`src/rtl/sfu_issue.sv`:
```
// -----------------------------------------------------------------------------
// sfu_issue
//
// Core-side initiator for the special function unit. Takes one multi-lane SFU
// instruction from the execute stage, feeds its active lanes into the
// single-lane SFU port one per cycle, collects the in-order scalar results back
// into a lane vector and hands them to the core as a single response. The
// pipeline flush is forwarded to the SFU unchanged.
//
// Handshakes: every valid/ready pair transfers on a rising clock edge where
// both are high. The request side is held by the core until req_ready_o; the
// response is held stable by this block until rsp_ready_i. The SFU side has no
// back-pressure: sfu_valid_o marks a one-cycle operand beat, and sfu_valid_i
// marks a one-cycle result beat, with results returning in issue order.
//
// Ports:
//   core_clock_i, core_reset_ni   clock, synchronous active-low reset
//   flush_i                       abandon the current instruction
//   req_valid_i / req_ready_o     instruction handshake
//   req_op_i, req_operands_i,
//   req_mask_i                    op select, lane operands, active-lane mask
//   sfu_operand_o, sfu_special_op_o,
//   sfu_valid_o                   registered operand beat to the SFU
//   sfu_flush_o                   flush_i, passed straight through
//   sfu_result_i, sfu_valid_i     result beat from the SFU
//   rsp_valid_o / rsp_ready_i     response handshake
//   rsp_results_o, rsp_mask_o     collected results (inactive lanes 0), mask
//   dbg_state                     current FSM state (IDLE=0 ISSUE=1 DRAIN=2 RESP=3)
// -----------------------------------------------------------------------------
module sfu_issue #(
    parameter int LANES = 4
) (
    input  logic                  core_clock_i,
    input  logic                  core_reset_ni,
    input  logic                  flush_i,
    input  logic                  req_valid_i,
    output logic                  req_ready_o,
    input  logic [2:0]            req_op_i,
    input  logic [LANES*24-1:0]   req_operands_i,
    input  logic [LANES-1:0]      req_mask_i,
    output logic [23:0]           sfu_operand_o,
    output logic [2:0]            sfu_special_op_o,
    output logic                  sfu_valid_o,
    output logic                  sfu_flush_o,
    input  logic [23:0]           sfu_result_i,
    input  logic                  sfu_valid_i,
    output logic                  rsp_valid_o,
    input  logic                  rsp_ready_i,
    output logic [LANES*24-1:0]   rsp_results_o,
    output logic [LANES-1:0]      rsp_mask_o,
    output logic [1:0]            dbg_state
);

    localparam int IW = (LANES > 1) ? $clog2(LANES) : 1;
    localparam int CW = $clog2(LANES + 1);
    localparam logic [LANES-1:0] LANE_ONE = 1;
    localparam logic [CW-1:0]    CNT_ONE  = 1;
    localparam logic [IW-1:0]    IDX_ONE  = 1;
    localparam logic [IW-1:0]    IDX_LAST = IW'(LANES - 1);

    typedef enum logic [1:0] {
        IDLE  = 2'd0,
        ISSUE = 2'd1,
        DRAIN = 2'd2,
        RESP  = 2'd3
    } state_t;

    state_t                state;
    logic [IW-1:0]         idx;         // lane currently on the SFU outputs
    logic [LANES-1:0]      pend;        // lanes issued but not yet returned
    logic [CW-1:0]         cnt;         // outstanding results
    logic [LANES*24-1:0]   operands_q;
    logic [2:0]            op_q;

    logic                  issue_go;
    logic                  issue_fire;
    logic                  collect;
    logic [IW-1:0]         issue_lane;
    logic [IW-1:0]         ret_lane;
    logic [LANES-1:0]      src_mask;
    logic [LANES*24-1:0]   src_operands;
    logic [2:0]            src_op;
    logic [LANES-1:0]      set_bits;
    logic [LANES-1:0]      clr_bits;
    logic [LANES-1:0]      pend_next;
    logic [CW-1:0]         cnt_next;

    assign sfu_flush_o = flush_i;
    assign req_ready_o = core_reset_ni && (state == IDLE);
    assign dbg_state   = state;

    always_comb begin
        // The SFU outputs are registered, so the lane shown next cycle is
        // chosen now: lane 0 on the accepting edge (straight from the request
        // bus), then idx+1 on each ISSUE edge until the last lane is shown.
        src_mask     = (state == IDLE) ? req_mask_i     : rsp_mask_o;
        src_operands = (state == IDLE) ? req_operands_i : operands_q;
        src_op       = (state == IDLE) ? req_op_i       : op_q;

        issue_go   = 1'b0;
        issue_lane = '0;
        if (state == IDLE) begin
            issue_go = req_valid_i;
        end else if (state == ISSUE && idx != IDX_LAST) begin
            issue_go   = 1'b1;
            issue_lane = idx + IDX_ONE;
        end
        issue_fire = issue_go && src_mask[issue_lane];

        // Results return in issue order, so the oldest outstanding lane is
        // always the lowest set pend bit.
        collect  = sfu_valid_i && (pend != '0) && (state == ISSUE || state == DRAIN);
        ret_lane = '0;
        for (int i = LANES - 1; i >= 0; i--) begin
            if (pend[i]) ret_lane = IW'(i);
        end

        set_bits  = issue_fire ? (LANE_ONE << issue_lane) : '0;
        clr_bits  = collect    ? (LANE_ONE << ret_lane)   : '0;
        pend_next = (pend & ~clr_bits) | set_bits;

        cnt_next = cnt;
        if (issue_fire && !collect)      cnt_next = cnt + CNT_ONE;
        else if (!issue_fire && collect) cnt_next = cnt - CNT_ONE;
    end

    always_ff @(posedge core_clock_i) begin
        if (!core_reset_ni) begin
            state            <= IDLE;
            idx              <= '0;
            pend             <= '0;
            cnt              <= '0;
            operands_q       <= '0;
            op_q             <= '0;
            sfu_valid_o      <= 1'b0;
            sfu_operand_o    <= '0;
            sfu_special_op_o <= '0;
            rsp_valid_o      <= 1'b0;
            rsp_results_o    <= '0;
            rsp_mask_o       <= '0;
        end else if (flush_i) begin
            // Results still in flight land while IDLE and are dropped there.
            state       <= IDLE;
            idx         <= '0;
            pend        <= '0;
            cnt         <= '0;
            sfu_valid_o <= 1'b0;
            rsp_valid_o <= 1'b0;
        end else begin
            pend        <= pend_next;
            cnt         <= cnt_next;
            sfu_valid_o <= issue_fire;
            if (issue_fire) begin
                sfu_operand_o    <= src_operands[24*int'(issue_lane) +: 24];
                sfu_special_op_o <= src_op;
            end
            if (collect) begin
                rsp_results_o[24*int'(ret_lane) +: 24] <= sfu_result_i;
            end

            case (state)
                IDLE: begin
                    if (req_valid_i) begin
                        operands_q    <= req_operands_i;
                        op_q          <= req_op_i;
                        rsp_mask_o    <= req_mask_i;
                        rsp_results_o <= '0;
                        idx           <= '0;
                        state         <= ISSUE;
                    end
                end
                ISSUE: begin
                    if (idx == IDX_LAST) state <= DRAIN;
                    else                 idx   <= idx + IDX_ONE;
                end
                DRAIN: begin
                    if (pend_next == '0) begin
                        state       <= RESP;
                        rsp_valid_o <= 1'b1;
                    end
                end
                RESP: begin
                    if (rsp_ready_i) begin
                        state       <= IDLE;
                        rsp_valid_o <= 1'b0;
                    end
                end
                default: state <= IDLE;
            endcase
        end
    end

endmodule

```
`config.mk`:
```
export PLATFORM = sky130hd
export DESIGN_NAME = sfu_issue
export DESIGN_NICKNAME = d
export VERILOG_FILES = /design/src/rtl/sfu_issue.sv
export SDC_FILE = /design/constraint.sdc
export NUM_CORES = 1
export LEC_CHECK = 0
export CAP_MARGIN = 5
export CELL_PAD_IN_SITES_DETAIL_PLACEMENT = 1
export CELL_PAD_IN_SITES_GLOBAL_PLACEMENT = 1
export CORE_MARGIN = 1
export CORE_UTILIZATION = 38
export CTS_BUF_LIST = sky130_fd_sc_hd__clkbuf_4
export CTS_CLUSTER_DIAMETER = 200
export CTS_CLUSTER_SIZE = 16
export DETAILED_ROUTE_END_ITERATION = 7
export PLACE_DENSITY_LB_ADDON = 0.1
export SLEW_MARGIN = 20
export SYNTH_ARGS = -nofsm -noshare
export SYNTH_HDL_FRONTEND = slang
export SYNTH_SLANG_ARGS = --single-unit
export TNS_END_PERCENT = 5
```
`constraint.sdc`:
```
create_clock -name core_clock_i -period 3.99 [get_ports core_clock_i]
set_clock_uncertainty 0.15 [all_clocks]
set_input_delay 0.798 -clock core_clock_i [delete_from_list [all_inputs] [get_ports core_clock_i]]
set_output_delay 0.798 -clock core_clock_i [all_outputs]
set_load 0.02 [all_outputs]
```
==> qor.yml <==
period_share_pct: 86.2
critPathTopFamily: "simple AND/OR/NAND/NOR gates"
setup_viol: 0
ys_seq_elements: 236
slowest_stage: "ha_1"
async_flop_share_pct: 0
cap_viol_max_count: 0
seq_area_frac_synth_pct: 45.9
crit_path_start_kind: "flip-flop"
drv_slew: 0
first_global_vias: 9474
fin_crit_ns: 3.44
die_x_microns: 167
synthCells: 1145
seqPwrFrac_pct: 59.0
vias: 9392
max_freq_mhz: 291
crit_top_cell: "nand2b_1"
place_inst: 1672
final_cells: 1694
reg2reg_depth: 7
ctsHoldBuffers: 0
path_cells: "nand2b_1 -> a21o_1 -> ha_1 -> nand2b_1 -> or3_1 -> and3_1 -> a32o_1"
worstHoldStart: "operands_q[33]"
critical_path_class: "flip-flop to flip-flop"
synth_edf_count: 0
postLayoutCoreUtil_pct: 50.7
fin_ws_ns: 0.550
setup_tns_ns: 0
arrival_ns: 3.86
swShare_pct: 27.7
timing.rr.end: "rsp_results_o[13]"
track_usage_pct: 24.1
clock_latency_ns: 0.67
synthDistinctLibCells: 64
switchingPower_mw: 1.16
syn-num-nets: 1287
critPathMaxStageDelay_ns: 0.60
worst_pin_slew_ns: 0.815
vias_per_cell: 5.54
wl_per_cell_microns: 20.2
first_pass_iters: 8
fp.dieH_microns: 167
syn_avg_cell_area_sq_um: 8.98
initial_core_util_pct: 39.1
portBuffers: 265
ys.flop_type: "dfxtp_1"
ir_worst_vdd_uv: 177
clk_path_buf_depth: 3
dpl.hpwl_microns: 23600
core_area_sq_mm: 0.0263
cp_max_fo: 16
internal-power_mw: 3.04
overflow: 0
cp_data_required_time_ns: 4.41
power.total_mw: 4.20
status: "finished with violations"
netlist_top_cells_area: "dfxtp_1 (46%), nand2_1 (9.1%), a21boi_0 (7.7%), a221o_1 (3.4%), a22o_1 (3.0%)"
cts-root-buf: "clkbuf_4"
combPwrFrac_pct: 16.3
synth_top_area_share_pct: 45.9
drive_gt1_share_pct: 5.53
r2r-start: "pend[2]"
p_leak_nw: 4.75
min_to: "operands_q[33]"
ff_latch_area_sq_mm: 0.00472
cts_setup_buffers: 0
place_congestion: 0.834
die_area_sq_mm: 0.0277
whs_ns: 0.325
synth_top_area_cell: "dfxtp_1"
pre_cts_ws_ns: 0.575
postRouteAntennaNets: 0
yosys_warnings: 0
multi_input_area_sq_mm: 0.00514
finalWirelength_microns: 34200
cp_num_buf_inv: 0
cts_buffers: 18
route.detailed.drc: 20
cts_tree: "done"
cts.htree.levels: 1
hp-class: "flip-flop to flip-flop"
hold_depth: 2
grt_max_degree: 104
fill_cells: 3038
fp-row-count: 59
cts_sinks: 236
nets: 1499
clk_pin_slew_ns: 0.16
finalHoldViolations: 0
failed_checks: "design-rule violations"
dpl_cell_area_sq_mm: 0.0131
crit_path_end_kind: "flip-flop"
pwr-share-clk_pct: 24.7
fin_area_sq_mm: 0.0133
grt_antenna_before_repair: 5
drtIter0Drc: 674
p_per_area_mw_per_mm2: 315
ctsResizeCount: 0
area_growth_pct: 29.5
rsz0062_at_grt: "false"
rrSetupSlack_ns: 0.55
grt_pass1_wl_microns: 53600
syn_area_sq_mm: 0.0103
slew_headroom_pct: 45.5
boundaryPins: 266
-- state kept, by name, indices dropped and copies added, names as in the netlist, 3 cells and up --
name              count
operands_q           96
rsp_results_o        96
sfu_operand_o        24
pend                  4
rsp_mask_o            4
op_q                  3
sfu_special_op_o      3
-- cells in the mapped netlist, types with 7 or more instances --
library cell,count
a32o_1,9
inv_1,7
a22oi_1,17
mux2i_1,24
a22o_1,35
o31ai_1,7
nor2b_1,18
and2_1,32
o21ai_0,52
nor2_1,20
a222oi_1,24
a221o_1,35
nand2b_1,34
nand2_1,250
ha_1,9
mux2_2,7
a21oi_1,41
clkbuf_1,58
a21boi_0,105
a31o_2,8
buf_1,11
buf_2,17
dfxtp_1,236
a21o_1,8
-- tightest hold or removal path: stages (launching register included) --
cell and delay [ns]:
dfxtp_1 0.34, nand2_1 0.05, a21boi_0 0.06
-- routing by layer --
layer  vias up  GRT usage [%]  wire length, microns
met5         -              0                    29
met4         4           6.28                   737
met3        50           4.85                  2070
met2       272           42.3                 16400
met1      4550           30.0                 14900
li1       4516              -                     -
-- layout by cell type, fill, tap and decap left out, types with 8 or more instances in the layout --
| cell | netlist | layout |
|---|---|---|
| clkdlybuf4s50_1 | 0 | 264 |
| nand2_1 | 250 | 250 |
| dfxtp_1 | 236 | 236 |
| a21boi_0 | 105 | 105 |
| o21ai_0 | 52 | 52 |
| a21oi_1 | 41 | 41 |
| a22o_1 | 35 | 35 |
| a221o_1 | 35 | 35 |
| nand2b_1 | 34 | 33 |
| and2_1 | 32 | 32 |
| mux2i_1 | 24 | 24 |
| a222oi_1 | 24 | 24 |
| buf_4 | 5 | 22 |
| nor2_1 | 20 | 19 |
| clkbuf_4 | 0 | 19 |
| nor2b_1 | 18 | 18 |
| a22oi_1 | 17 | 17 |
| a32o_1 | 9 | 9 |
| a21o_1 | 8 | 8 |
| a31o_2 | 8 | 8 |
| ha_1 | 9 | 8 |
-- worst max path at each step --
| stage | start | end | slack (ns) | cells past startpoint |
|---|---|---|---|---|
| 3_3_place_gp | flush_i | rsp_results_o[10] | 0.69 | 5 |
| 4_1_cts | pend[2] | rsp_results_o[13] | 0.55 | 7 |
| 5_1_grt | pend[2] | rsp_results_o[10] | 0.32 | 7 |
| 3_5_place_dp | flush_i | rsp_results_o[13] | 0.58 | 5 |
| 6_report | pend[2] | rsp_results_o[13] | 0.55 | 7 |
| 2_1_floorplan | pend[2] | rsp_results_o[68] | 1.14 | 11 |
-- kinds of logic after synthesis --
| kind of cell | after synthesis | synth area share (%) |
|---|---|---|
| and+or+nand+nor | 398 | 18.5 |
| AOI/OAI and AO/OA | 368 | 27.1 |
| DFF | 236 | 45.9 |
| buffers and inverters | 103 | 4.32 |
| muxes | 31 | 3.10 |
| adders and majority gates | 9 | 1.09 |
-- final cells by class --
type / instances / area share [%]
multi-input cells: 806 / 38.6
flip-flops and latches: 236 / 35.5
repair buffers: 287 / 21.2
well taps: 335 / 3.15
clock buffers: 19 / 1.07
clock inverters: 1 / 0.225
inverters: 8 / 0.225
diodes: 2 / 0.0376
-- power groups by stage --
| stage | Combinational (mW) | Sequential, mW | Clock [mW] |
|---|---|---|---|
| after CTS | 0.693 | 2.48 | 1.08 |
| after global routing | 0.743 | 2.49 | 1.15 |
| after global placement | 0.679 | 2.53 | 0 |
| after floorplan | 0.336 | 2.55 | 0 |
| after detailed placement | 0.689 | 2.53 | 0 |
| final | 0.684 | 2.48 | 1.04 |
(Power assumes the default switching activity.)
